[src/rtl/alu_operand_pkg.sv]
// Shared encodings, default widths and immediate-extension helper for the
// ALU operand-select stage.
package alu_operand_pkg;

    localparam int unsigned DW_DEF     = 16;
    localparam int unsigned IMM_W_DEF  = 8;
    localparam int unsigned JMP_W_DEF  = 12;
    localparam int unsigned RA_W_DEF   = 4;
    localparam int unsigned PC_INC_DEF = 2;

    // Working width of ext_imm; callers truncate to their datapath width.
    localparam int unsigned EXT_W = 32;

    typedef enum logic [1:0] {
        SRCA_PC   = 2'd0,
        SRCA_RS1  = 2'd1,
        SRCA_ZERO = 2'd2,
        SRCA_RSVD = 2'd3
    } srca_e;

    typedef enum logic [2:0] {
        SRCB_RS2     = 3'd0,
        SRCB_INC     = 3'd1,
        SRCB_SEXT    = 3'd2,
        SRCB_ZEXT    = 3'd3,
        SRCB_SEXT_S1 = 3'd4,
        SRCB_JSEXT   = 3'd5,
        SRCB_RSVD6   = 3'd6,
        SRCB_RSVD7   = 3'd7
    } srcb_e;

    // Immediate/constant operand for SrcB. RS2 and reserved modes yield zero;
    // the caller supplies RS2 itself. Sign extension works at EXT_W, so
    // truncating the result to any width <= EXT_W stays correct, and the
    // MSB dropped by SEXT<<1 falls out of that truncation.
    function automatic logic [EXT_W-1:0] ext_imm(
        input srcb_e              mode,
        input logic [EXT_W-1:0]   imm,
        input logic [EXT_W-1:0]   jimm,
        input int unsigned        imm_w = IMM_W_DEF,
        input int unsigned        jmp_w = JMP_W_DEF,
        input logic [EXT_W-1:0]   inc   = EXT_W'(PC_INC_DEF)
    );
        logic signed [EXT_W-1:0] s_imm;
        logic signed [EXT_W-1:0] s_jimm;
        logic [EXT_W-1:0]        res;
        s_imm  = $signed(imm  << (EXT_W - imm_w)) >>> (EXT_W - imm_w);
        s_jimm = $signed(jimm << (EXT_W - jmp_w)) >>> (EXT_W - jmp_w);
        res    = '0;
        case (mode)
            SRCB_INC:     res = inc;
            SRCB_SEXT:    res = s_imm;
            SRCB_ZEXT:    res = imm;
            SRCB_SEXT_S1: res = s_imm << 1;
            SRCB_JSEXT:   res = s_jimm;
            default:      res = '0;
        endcase
        return res;
    endfunction

endpackage

[src/rtl/operand_forward.sv]
// RAW-hazard bypass for one source register: EX/MEM beats MEM/WB beats the
// register file; register 0 is never bypassed.
module operand_forward
    import alu_operand_pkg::*;
#(
    parameter int unsigned DW   = DW_DEF,
    parameter int unsigned RA_W = RA_W_DEF
) (
    input  logic [RA_W-1:0] rs_addr_i,
    input  logic [DW-1:0]   rf_data_i,
    input  logic            exmem_wr_i,
    input  logic [RA_W-1:0] exmem_addr_i,
    input  logic [DW-1:0]   exmem_data_i,
    input  logic            memwb_wr_i,
    input  logic [RA_W-1:0] memwb_addr_i,
    input  logic [DW-1:0]   memwb_data_i,
    output logic [DW-1:0]   fwd_data_o
);

    // Priority select between the two bypass ports and register-file data.
    always_comb begin
        fwd_data_o = rf_data_i;
        if (rs_addr_i != '0) begin
            if (exmem_wr_i && (exmem_addr_i == rs_addr_i)) begin
                fwd_data_o = exmem_data_i;
            end else if (memwb_wr_i && (memwb_addr_i == rs_addr_i)) begin
                fwd_data_o = memwb_data_i;
            end
        end
    end

endmodule

[src/rtl/alu_operand_stage.sv]
// Operand-select stage: forwards RS1/RS2, muxes ALU sources A/B and latches
// them into a one-entry valid/ready output register with flush support.
module alu_operand_stage
    import alu_operand_pkg::*;
#(
    parameter int unsigned DW     = DW_DEF,
    parameter int unsigned IMM_W  = IMM_W_DEF,
    parameter int unsigned JMP_W  = JMP_W_DEF,
    parameter int unsigned RA_W   = RA_W_DEF,
    parameter int unsigned PC_INC = PC_INC_DEF
) (
    input  logic             clk,
    input  logic             reset,
    input  logic             in_valid,
    output logic             in_ready,
    input  logic             flush,
    input  logic [DW-1:0]    PC,
    input  logic [DW-1:0]    D_Rs1,
    input  logic [DW-1:0]    D_Rs2,
    input  logic [RA_W-1:0]  C_Rs1_Addr,
    input  logic [RA_W-1:0]  C_Rs2_Addr,
    input  logic [IMM_W-1:0] D_Imm,
    input  logic [JMP_W-1:0] D_JImm,
    input  logic [1:0]       C_SrcA,
    input  logic [2:0]       C_SrcB,
    input  logic             F_ExMem_Wr,
    input  logic             F_MemWb_Wr,
    input  logic [RA_W-1:0]  F_ExMem_Addr,
    input  logic [RA_W-1:0]  F_MemWb_Addr,
    input  logic [DW-1:0]    F_ExMem_Data,
    input  logic [DW-1:0]    F_MemWb_Data,
    output logic [DW-1:0]    ALU_A,
    output logic [DW-1:0]    ALU_B,
    output logic [DW-1:0]    Store_Data,
    output logic             out_valid,
    input  logic             out_ready
);

    logic [DW-1:0] rs1_fwd;
    logic [DW-1:0] rs2_fwd;
    logic [DW-1:0] src_a;
    logic [DW-1:0] src_b;
    logic          accept;

    logic [DW-1:0] alu_a_q, alu_a_d;
    logic [DW-1:0] alu_b_q, alu_b_d;
    logic [DW-1:0] store_q, store_d;
    logic          valid_q, valid_d;

    operand_forward #(.DW(DW), .RA_W(RA_W)) u_fwd_rs1 (
        .rs_addr_i    (C_Rs1_Addr),
        .rf_data_i    (D_Rs1),
        .exmem_wr_i   (F_ExMem_Wr),
        .exmem_addr_i (F_ExMem_Addr),
        .exmem_data_i (F_ExMem_Data),
        .memwb_wr_i   (F_MemWb_Wr),
        .memwb_addr_i (F_MemWb_Addr),
        .memwb_data_i (F_MemWb_Data),
        .fwd_data_o   (rs1_fwd)
    );

    operand_forward #(.DW(DW), .RA_W(RA_W)) u_fwd_rs2 (
        .rs_addr_i    (C_Rs2_Addr),
        .rf_data_i    (D_Rs2),
        .exmem_wr_i   (F_ExMem_Wr),
        .exmem_addr_i (F_ExMem_Addr),
        .exmem_data_i (F_ExMem_Data),
        .memwb_wr_i   (F_MemWb_Wr),
        .memwb_addr_i (F_MemWb_Addr),
        .memwb_data_i (F_MemWb_Data),
        .fwd_data_o   (rs2_fwd)
    );

    // Source A/B operand multiplexers.
    always_comb begin
        src_a = '0;
        case (srca_e'(C_SrcA))
            SRCA_PC:  src_a = PC;
            SRCA_RS1: src_a = rs1_fwd;
            default:  src_a = '0;
        endcase
        if (srcb_e'(C_SrcB) == SRCB_RS2) begin
            src_b = rs2_fwd;
        end else begin
            src_b = DW'(ext_imm(srcb_e'(C_SrcB), EXT_W'(D_Imm), EXT_W'(D_JImm),
                                IMM_W, JMP_W, EXT_W'(PC_INC)));
        end
    end

    assign in_ready = !valid_q || out_ready;
    assign accept   = in_valid && in_ready && !flush;

    // Output-register next state: flush, then accept, then drain on consume.
    always_comb begin
        alu_a_d = alu_a_q;
        alu_b_d = alu_b_q;
        store_d = store_q;
        valid_d = valid_q;
        if (flush) begin
            valid_d = 1'b0;
        end else if (accept) begin
            alu_a_d = src_a;
            alu_b_d = src_b;
            store_d = rs2_fwd;
            valid_d = 1'b1;
        end else if (out_ready) begin
            valid_d = 1'b0;
        end
    end

    // Output register with synchronous reset.
    always_ff @(posedge clk) begin
        if (reset) begin
            alu_a_q <= '0;
            alu_b_q <= '0;
            store_q <= '0;
            valid_q <= 1'b0;
        end else begin
            alu_a_q <= alu_a_d;
            alu_b_q <= alu_b_d;
            store_q <= store_d;
            valid_q <= valid_d;
        end
    end

    assign ALU_A      = alu_a_q;
    assign ALU_B      = alu_b_q;
    assign Store_Data = store_q;
    assign out_valid  = valid_q;

endmodule

[config.mk]
export PLATFORM = sky130hd
export DESIGN_NAME = alu_operand_stage
export DESIGN_NICKNAME = d
export VERILOG_FILES = /design/src/rtl/alu_operand_pkg.sv /design/src/rtl/operand_forward.sv /design/src/rtl/alu_operand_stage.sv
export SDC_FILE = /design/constraint.sdc
export NUM_CORES = 1
export LEC_CHECK = 0
export BUFFER_PORTS_ARGS = -buffer_cell sky130_fd_sc_hd__buf_2
export CAP_MARGIN = 20
export CORE_MARGIN = 2
export CORE_UTILIZATION = 45
export CTS_CLUSTER_DIAMETER = 200
export DETAILED_ROUTE_END_ITERATION = 8
export HOLD_SLACK_MARGIN = 0.03
export PLACE_DENSITY = 0.82
export SLEW_MARGIN = 5
export SYNTH_ARGS = -nofsm -noshare
export SYNTH_HDL_FRONTEND = slang
export SYNTH_SLANG_ARGS = --single-unit
[constraint.sdc]
create_clock -name clk -period 2.3 [get_ports clk]
set_input_delay 0.115 -clock clk [delete_from_list [all_inputs] [get_ports clk]]
set_output_delay 0.115 -clock clk [all_outputs]
set_load 0.1 [all_outputs]
# After elaboration in Yosys (flattened, before gate mapping)
# Cells that the tools add are included.
# Widths: inputs -> output; s select.
# classes
add_sub_neg	0
mul	0
div_mod_pow	0
magnitude_cmp	0
eq_ne	10
n_shift	0
muxes	11
n_bitwise	1
reduce_logical	16
# ops
cell	count
$mux 16	7
$pmux 16 s5	1
$pmux 16 s2	1
$eq 4x4->1	4
$reduce_bool 4->1	2
$eq 3x2->1 const B	2
$eq 3x3->1 const B	2
$logic_and 1x1->1	6
$eq 3x1->1 const B	1
$logic_not 3->1	1
$eq 2x1->1 const B	1
$logic_not 1->1	2
$logic_not 2->1	1
$mux 1	2
$reduce_and 2->1	1
$reduce_bool 2->1	1
$reduce_or 2->1	1
$logic_or 1x1->1	1
$not 1->1	1
# word_totals
register_bits	49
latch_bits	0
ram_bits	0
mem_bits_ro	0
inputBits	128
output_inout_bits	50
elab_cells	42
mem_count	0

# Longest topological paths before layout
# Gate-level depths: netlist of the first run.
# logic_depth
word_depth	6
ltp_mapped	8

# By module
# A second synthesis of the first run with hierarchy kept.
# hier_totals
hier_cells	387
hier_area_um2	3269.4
# modules_own_cells
mod	instances	cells_per_inst	area_each_um2	seq_area_each_um2
alu_operand_stage	1	283	2346.0	980.9
operand_forward	2	52	461.7	0.0

# Worst setup path after synthesis of the first run
# OpenSTA, ideal clock, no wires.
# synth_path
kind	reg2reg
from	register valid_q (netlist: out_valid)
to	register store_q[10] (netlist: Store_Data[10])
setup_time_ps	70
arrival_time_ps	2693
t_required_ps	2230
slack_ps	-463
path_stages_with_launch	9
n_path_buf	3
synth_period_minus_slack_ps	2763
cell_sequence	dfxtp_1 nor2b_1 inv_1 nand2b_1 buf_2 buf_2 clkbuf_1 nand2_1 a21oi_1
# synth_between
elab_chain_cells	5
# synth_lines
item	line_no	source
from (decl)	alu_operand_stage.sv:48	logic valid_q, valid_d;
from (signal assigned)	alu_operand_stage.sv:122	valid_q <= valid_d;
$logic_not 1->1	alu_operand_stage.sv:90	assign in_ready = !valid_q || out_ready;
$logic_or 1x1->1	alu_operand_stage.sv:90	
net in_ready	alu_operand_stage.sv:15	output logic in_ready,
$logic_and 1x1->1 (2 in series)	alu_operand_stage.sv:91	assign accept = in_valid && in_ready && !flush;
$reduce_and 2->1 (no source line)	--	
to (signal assigned)	alu_operand_stage.sv:121	store_q <= store_d;
to (decl)	alu_operand_stage.sv:47	logic [DW-1:0] store_q, store_d;
# The timed path passes the listed nets, and every way through them passes these cells.
# A chain may end at the register's enable or synchronous reset.

# Worst setup path in the final report of the first run
# layout_path
from	input port flush
to	register alu_a_q[0] (netlist: ALU_A[0])
# layout_between
elab_chain_cells	3
elab_cells_between_ends	4
# layout_lines
item	line_no	source
from (decl)	alu_operand_stage.sv:16	input logic flush,
$logic_not 1->1	alu_operand_stage.sv:91	
$logic_and 1x1->1	alu_operand_stage.sv:91	
$reduce_and 2->1 (no source line) *	--	
to (signal assigned)	alu_operand_stage.sv:119	alu_a_q <= alu_a_d;
to (decl)	alu_operand_stage.sv:45	logic [DW-1:0] alu_a_q, alu_a_d;
# Every way passes the cells marked *; elsewhere a longest branch is shown, timed or not.

==> impl_metrics.yaml, run 1 <==
clock_tree:
  cts_num_sinks: 49
  clk_path_buf_depth: 2
  cts_tree: "yes"
  post_cts_buffers: 0
  hold_buffers: 1
  htreeDepth: 2
  numCtsBuffers: 5
  root_buffer: "clkbuf_8"
  clock_latency_ps: 300
  clk_pin_slew_ps: 90
  postCtsResizedCells: 0
synthesis:
  netlist.area_leader.share_pct: 31.3
  postSynth.asyncResetShare_pct: 0
  synth-edff-count: 0
  synth_flop_cell: "dfxtp_1"
  ys_seq_elements: 49
  synth_cells: 373
  ys_types: 55
  synthTopCellsByArea: "dfxtp_1 (31%), o221ai_1 (6.7%), a31oi_1 (4.4%)"
  synth_area_leader_cell: "dfxtp_1"
  synth_most_common_cell: "dfxtp_1"
  ys_seq_area_share_pct: 31.3
  syn_nets: 501
  ys_top_cells_by_count: "dfxtp_1 (49), nand2_1 (31), a21oi_1 (27), o221ai_1 (24), a31oi_1 (22)"
  ys_warn_count: 0
  synth_area_um2: 3130
  synth_area_per_cell_um2: 8.40
grt:
  grt_pass1_wl_mm: 17.2
  grtUsageTotal_pct: 28.4
  grt_pass1_vias: 3539
  antenna_found_initial: 0
  grt_max_degree: 45
  overflow: 0
route:
  dr_total_vias: 3779
  detail-route-antenna-nets: 0
  drc_errors: 0
  drtIter0Drc: 271
  via_per_inst: 6.12
  wl_per_cell_um: 18.0
  detail_route.wirelength_mm: 11.1
  first_pass_iters: 5
critical_path:
  critPathKind: "primary input to flip-flop"
  slowest_delay_ps: 540
  worst_ep_arrival_time_ps: 2390
  cp-end-kind: "flip-flop"
  crit_path_top_delay_cell: "or4_1"
  path_max_fanout: 12
  cp.required_ps: 2530
  cp_num_buf_inv: 2
  cp_cell_sequence: "dlygate4sd3_1 -> buf_2 -> nand2b_1 -> or4_1 -> a21oi_2 -> o221ai_1 -> o211ai_1"
  critical-path-top-delay-family: "compound AO/OA/AOI/OAI gates"
  critPathLaunchType: "primary input"
die:
  initial_core_util_pct: 46.4
  fp.dieW_um: 87.4
  die_h_um: 87.4
  num_io_pins: 178
  num_rows: 30
  die_area_um2: 7650
  core_um2: 6760
timing:
  fin_ws_ps: 133
  fin_worst_skew_ps: 1.83
  hold_violations: 0
  slew_headroom_pct: 33.6
  fmaxAchievable_mhz: 461
  fin_setup_tns_ps: 0
  setup_violations: 0
  finalCriticalPeriod_ps: 2170
  grt_setup_unrepaired: "false"
  final.period_utilization_pct: 94.2
  worst_pin_slew_ps: 992
  maxSlewViolCount: 0
min_path:
  min_path_type: "primary input to flip-flop"
layout:
  area_growth_pct: 33.9
  nFillCells: 640
  antennaDiodeCount: 0
  finalNetCount: 664
  layout-drive-gt1-share_pct: 40.8
place:
  hpwl_mm: 8.63
  place_ws_ps: 308
  port_buffers: 177
  gp_congestion: 0.899
run:
  cap_violations: 0
power_and_ir_drop:
  p_int_w: 0.00134
  combPwrFrac_pct: 37.9
  vdd_drop_max_mv: 0.225
  p_seq_share_pct: 39.7
  switching_share_pct: 41.8
  power_frac_clock_pct: 22.3
  p_sw_w: 0.000965
  p_leak_nw: 1.75
  power_density_nw_per_um2: 550
status:
  outcome: "finished clean"
==> worst paths after layout <==
path         cells after the start           start  slack [ps]        endpoint
max                              7           flush         130        ALU_A[0]
min                              3        D_Rs2[6]          80        ALU_B[6]
max reg2reg                      5       out_valid         250        ALU_A[0]
min reg2reg                      2  Store_Data[10]         460  Store_Data[10]
==> state kept, by name, summed over array words and instances, names as in the netlist <==
register / count
ALU_A: 16
ALU_B: 16
Store_Data: 16
out_valid: 1
==> kinds of logic after synthesis <==
group,after synthesis,share of synthesized area [%]
flip-flops,49,31.3
XOR/XNOR,17,4.75
AND/OR/NAND/NOR,89,14.7
multiplexers,11,3.91
AO/OA/AOI/OAI,175,41.1
buffers and inverters,32,4.23
==> metal layers <==
layer / GRT usage [%] / vias up / routed length (um)
li1: - / 1811 / -
met1: 39.8 / 1738 / 4790
met2: 45.1 / 214 / 5180
met3: 5.02 / 16 / 1010
met4: 7.13 / 0 / 146
met5: 0 / - / 0
==> power groups by stage <==
stage	logic, W	registers (W)	clock network (W)
after floorplan	0.000272	0.00128	0
after global placement	0.000858	0.000937	0
after detailed placement	0.000869	0.000937	0
after CTS	0.000873	0.000918	0.000522
after global routing	0.000927	0.000923	0.000562
final	0.000876	0.000918	0.000516
==> per-stage QoR <==
| stage | instances | instance area (um2) | utilization, % | power [W] | hold slack, ps |
|---|---|---|---|---|---|
| after floorplan | 373 | 3150 | - | 0.00155 | 184 |
| after global placement | 608 | 4100 | 60.7 | 0.00179 | 306 |
| after detailed placement | 608 | 4100 | 60.7 | 0.00181 | 308 |
| after CTS | 617 | 4200 | 62.1 | 0.00231 | 78.5 |
| after global routing | 617 | 4200 | 62.1 | 0.00241 | 99.8 |
| final | 617 | 4200 | 62.1 | 0.00231 | 84.5 |
==> placed cells by master (no fill, tap or decap), drive strengths merged, types with 4 or more instances in the layout <==
cell type | synthesis | final
buf | 10 | 184
dfxtp | 49 | 49
nand2 | 31 | 31
a21oi | 28 | 28
o221ai | 24 | 24
a31oi | 22 | 22
o21ai | 22 | 22
a21o | 18 | 18
nand3 | 15 | 15
nor2 | 14 | 14
a32oi | 13 | 13
o211ai | 13 | 13
mux2 | 10 | 10
xor2 | 9 | 9
a22oi | 9 | 9
xnor2 | 8 | 8
o22ai | 8 | 8
a221oi | 6 | 6
clkbuf | 19 | 6
nor4 | 5 | 5
nand2b | 4 | 4
or3 | 4 | 4
nor3 | 4 | 4
==> worst min-delay path, stage by stage <==
cell and delay, ps:
buf_2 100, nand2_1 70, a31oi_1 70
==> final cells by class <==
type                       instances  area (um2)  area share, %
multi-input combinational        292        2040           48.5
sequential                        49         985           23.5
timing repair buffer             185         973           23.2
tap                               80         100           2.39
clock buffer                       6        72.6           1.73
inverter                           3        15.0          0.358
clock inverter                     2        13.8          0.328
No activity file was read; power rests on OpenSTA's default activity.
==> run 2, diff against run 1 <==
Settings changed: CELL_PAD_IN_SITES_DETAIL_PLACEMENT from default to 1, CELL_PAD_IN_SITES_GLOBAL_PLACEMENT from default to 2, CORE_UTILIZATION 45 to 24, MAX_ROUTING_LAYER from default to met4, PLACE_DENSITY 0.82 to default, PLACE_DENSITY_LB_ADDON from default to 0.1.
==> impl_metrics.yaml, run 2 (synthesized netlist as in run 1, its figures left out) <==
place:
  port_buffers: 177
  hpwl_mm: 11.3
  gp_congestion: 0.867
  place_area_um2: 4210
timing:
  fin_worst_skew_ps: 6.09
  slew_headroom_pct: 35.9
  fmaxAchievable_mhz: 470
  finalCriticalPeriod_ps: 2130
  worst_pin_slew_ps: 957
  hold_violations: 0
  fin_setup_tns_ps: 0
  final.period_utilization_pct: 92.4
  setup_violations: 0
  maxSlewViolCount: 0
  grt_setup_unrepaired: "false"
grt:
  grt_pass1_vias: 4007
  overflow: 0
  antenna_found_initial: 4
  grt_pass1_wl_mm: 22.3
  grt_max_degree: 30
  grtUsageTotal_pct: 20.5
critical_path:
  cp.required_ps: 2460
  worst_ep_arrival_time_ps: 2290
  critPathKind: "primary input to flip-flop"
  cp-end-kind: "flip-flop"
  path_max_fanout: 25
  critPathLaunchType: "primary input"
clock_tree:
  post_cts_buffers: 0
  cts_num_sinks: 49
  clock_latency_ps: 280
  root_buffer: "clkbuf_16"
  htreeDepth: 2
  cts_tree: "yes"
  numCtsBuffers: 5
  clk_path_buf_depth: 2
  postCtsResizedCells: 0
  clk_pin_slew_ps: 70
route:
  drtIter0Drc: 161
  first_pass_iters: 4
  via_per_inst: 5.27
  detail-route-antenna-nets: 0
  dr_total_vias: 3774
  wl_per_cell_um: 19.9
  detail_route.wirelength_mm: 14.2
  drc_errors: 0
power_and_ir_drop:
  power_density_nw_per_um2: 603
  vdd_drop_max_mv: 0.276
  p_leak_nw: 1.79
min_path:
  min_path_type: "primary input to flip-flop"
die:
  die_area_um2: 14000
  num_io_pins: 178
  initial_core_util_pct: 24.7
  num_rows: 41
  fp.dieW_um: 118
  core_um2: 12700
  die_h_um: 118
status:
  outcome: "finished clean"
layout:
  finalNetCount: 667
  mostFrequentLayoutCells: "buf_2 (177), dfxtp_1 (48), nand2_1 (31)"
  final_common_cell: "buf_2"
  fin_area_um2: 4400
  area_growth_pct: 40.4
  layout-drive-gt1-share_pct: 41.3
run:
  cap_violations: 0
==> run 2: stage by stage <==
step           hold WS, ps  setup WS, ps  power, W  util, %  std cells
6_report               106           174   0.00265     34.7        716
3_3_place_gp           294           333   0.00183     33.3        703
5_1_grt                111          50.1   0.00277     34.7        716
4_1_cts                108           155   0.00268     34.6        712
3_5_place_dp           304           318   0.00183     33.3        703
2_1_floorplan          184          1.94   0.00155        -        373
==> run 2: where the power goes <==
group / total [W] / switching [W] / internal [W]
registers: 0.000919 / 0.0000239 / 0.000895
clock network: 0.000839 / 0.000327 / 0.000513
logic: 0.000894 / 0.000662 / 0.000232
total: 0.00265 / 0.00101 / 0.00164
==> run 2: final cells by class <==
| cell class | count | area (um2) |
|---|---|---|
| fill | 1594 | 8270 |
| sequential | 49 | 985 |
| inverter | 3 | 15.0 |
| timing repair buffer | 188 | 971 |
| clock buffer | 6 | 129 |
| clock inverter | 2 | 35.0 |
| multi-input combinational | 292 | 2040 |
| tap | 172 | 215 |
| antenna | 4 | 10.0 |
==> run 2: layer usage <==
layer	track usage (%)	wire (um)	up-vias
li1	-	-	1832
met1	26.6	6520	1792
met2	31.9	6590	131
met3	4.83	838	19
met4	5.50	278	0
met5	-	0	-
==> run 2: worst paths after layout <==
| kind | depth (start not counted) | startpoint | slack [ps] | end |
|---|---|---|---|---|
| worst max-delay path | 7 | flush | 170 | ALU_B[8] |
| worst min-delay path | 3 | D_Rs2[4] | 110 | ALU_B[4] |
| worst max register to register | 7 | out_valid | 390 | ALU_A[3] |
| worst min register to register | 2 | Store_Data[11] | 460 | Store_Data[11] |
==> run 2: what timing repair did <==
action / CTS / global route
endpoints found under the setup margin: 0 / 0
hold endpoints to repair: 1 / 0
hold buffers: 1 / 0
==> run 2: worst max-delay path: stages <==
cell and delay [ps]:
dlygate4sd3_1 560, buf_2 140, nand2b_1 200, nand2b_2 450
a211oi_1 570, a21o_1 200, a31oi_1 40
==> run 3, diff against run 2 <==
Settings changed: PLACE_DENSITY_LB_ADDON 0.1 to 0.25.
==> impl_metrics.yaml, run 3 (synthesized netlist as in run 1, its figures left out) <==
status:
  outcome: "finished clean"
critical_path:
  slowest_delay_ps: 570
  crit_path_top_delay_cell: "or4_1"
  r2r-start: "out_valid"
  cp_cell_sequence: "dlygate4sd3_1 -> buf_2 -> nand2b_1 -> or4_1 -> a21oi_4 -> o221ai_1 -> o211ai_1"
  critPathLaunchType: "primary input"
  worst_ep_arrival_time_ps: 2260
  critPathKind: "primary input to flip-flop"
  cp-end-kind: "flip-flop"
  ff2ff_path_depth: 5
  r2r_slack_ps: 420
  cp.required_ps: 2510
  path_max_fanout: 12
  reg2reg_to: "ALU_A[14]"
timing:
  hold_violations: 0
  fin_worst_skew_ps: 3.73
  finalCriticalPeriod_ps: 2040
  fin_setup_tns_ps: 0
  setup_violations: 0
  final.period_utilization_pct: 88.8
  worst_pin_slew_ps: 1050
  grt_setup_unrepaired: "false"
  slew_headroom_pct: 29.9
  fmaxAchievable_mhz: 489
  hold_ws_ps: 96.8
  maxSlewViolCount: 0
route:
  dr_total_vias: 3769
  detail-route-antenna-nets: 0
  drc_errors: 0
  first_pass_iters: 4
  wl_per_cell_um: 19.4
  via_per_inst: 5.28
  detail_route.wirelength_mm: 13.8
  drtIter0Drc: 151
run:
  cap_violations: 0
power_and_ir_drop:
  switching_share_pct: 38.3
  p_sw_w: 0.00102
  p_total_w: 0.00267
  power_frac_clock_pct: 31.8
  p_seq_share_pct: 34.5
  power_density_nw_per_um2: 603
  vdd_drop_max_mv: 0.235
  p_int_w: 0.00165
  p_leak_nw: 1.81
  combPwrFrac_pct: 33.7
clock_tree:
  cts_tree: "yes"
  root_buffer: "clkbuf_16"
  clock_latency_ps: 290
  htreeDepth: 2
  cts_num_sinks: 49
  clk_pin_slew_ps: 70
  clk_path_buf_depth: 2
  numCtsBuffers: 5
layout:
  multi_input_area_um2: 2050
  layout-drive-gt1-share_pct: 41.5
  finalNetCount: 669
  antennaDiodeCount: 0
  seqCellArea_um2: 985
  area_growth_pct: 41.2
  nFillCells: 1570
  mostFrequentLayoutCells: "buf_2 (177), dfxtp_1 (48), nand2_1 (31)"
  final_common_cell: "buf_2"
  fin_area_um2: 4420
  stdcell_count: 714
place:
  port_buffers: 177
  gp_congestion: 0.874
  dp_cells: 705
  hpwl_mm: 11.1
  place_area_um2: 4240
grt:
  grt_pass1_vias: 3878
  grt_max_degree: 31
  grtUsageTotal_pct: 20.5
  overflow: 0
  grt_pass1_wl_mm: 22.1
  antenna_found_initial: 0
die:
  die_h_um: 118
  num_io_pins: 178
  initial_core_util_pct: 24.7
  die_area_um2: 14000
  fp.dieW_um: 118
  core_um2: 12700
  num_rows: 41
min_path:
  min_path_type: "primary input to flip-flop"
  min_path_cells: 3
  min_to: "ALU_B[5]"
  hold_start: "D_Rs2[5]"
run 3: cell count changes in the layout (fill, tap and decap cells not counted):
cell and delta:
buf_12 +1, a21oi_2 -1, buf_4 +1, diode_2 -4, a21oi_4 +1
run 3: critical path: cells and delay by family:
kind                   cells  cell delay, ps
AND/OR/NAND/NOR            2             760
AO/OA/AOI/OAI              3             670
buffers and inverters      2             700
run 3: cell type report:
cell class / instances / area share [%]
Sequential cell: 49 / 22.3
Inverter: 3 / 0.339
Clock buffer: 6 / 2.91
Clock inverter: 2 / 0.792
Multi-Input combinational cell: 292 / 46.3
Tap cell: 172 / 4.87
Timing Repair Buffer: 190 / 22.6
run 3: per-layer routing:
metal,global-route usage (%),vias to the layer above,routed length [um]
li1,-,1818,-
met1,28.1,1813,6640
met2,31.7,130,6290
met3,2.99,8,744
met4,4.67,0,146
met5,-,-,0
run 3: power groups by stage:
| stage | Sequential [W] | Clock (W) | Combinational (W) |
|---|---|---|---|
| after floorplan | 0.00128 | 0 | 0.000272 |
| after global placement | 0.000939 | 0 | 0.000891 |
| after detailed placement | 0.000939 | 0 | 0.000899 |
| after CTS | 0.000920 | 0.000863 | 0.000902 |
| after global routing | 0.000925 | 0.000904 | 0.000957 |
| final | 0.000920 | 0.000847 | 0.000899 |
run 3: what timing repair did:
action                     CTS  global route
hold buffers                 1             0
hold endpoints to repair     1             0
setup endpoints to repair    0            10
buffers inserted             0             0
resized for setup            0             1
run 3: worst max-delay path by stage:
stage / start / endpoint / slack [ps] / depth (start not counted)
detailed placement: out_valid / ALU_A[14] / 300 / 5
finish: flush / ALU_A[14] / 260 / 7
global route: flush / ALU_A[9] / 90 / 7
global placement: out_valid / ALU_A[14] / 310 / 5
CTS: flush / ALU_A[14] / 120 / 7
floorplan: out_valid / Store_Data[10] / 2 / 8
run 3: per-stage QoR:
step                utilization [%]  worst slack [ps]
floorplan                         -              1.94
finish                         34.9               257
global route                   34.9              90.2
detailed placement             33.5               297
CTS                            34.8               118
global placement               33.5               309
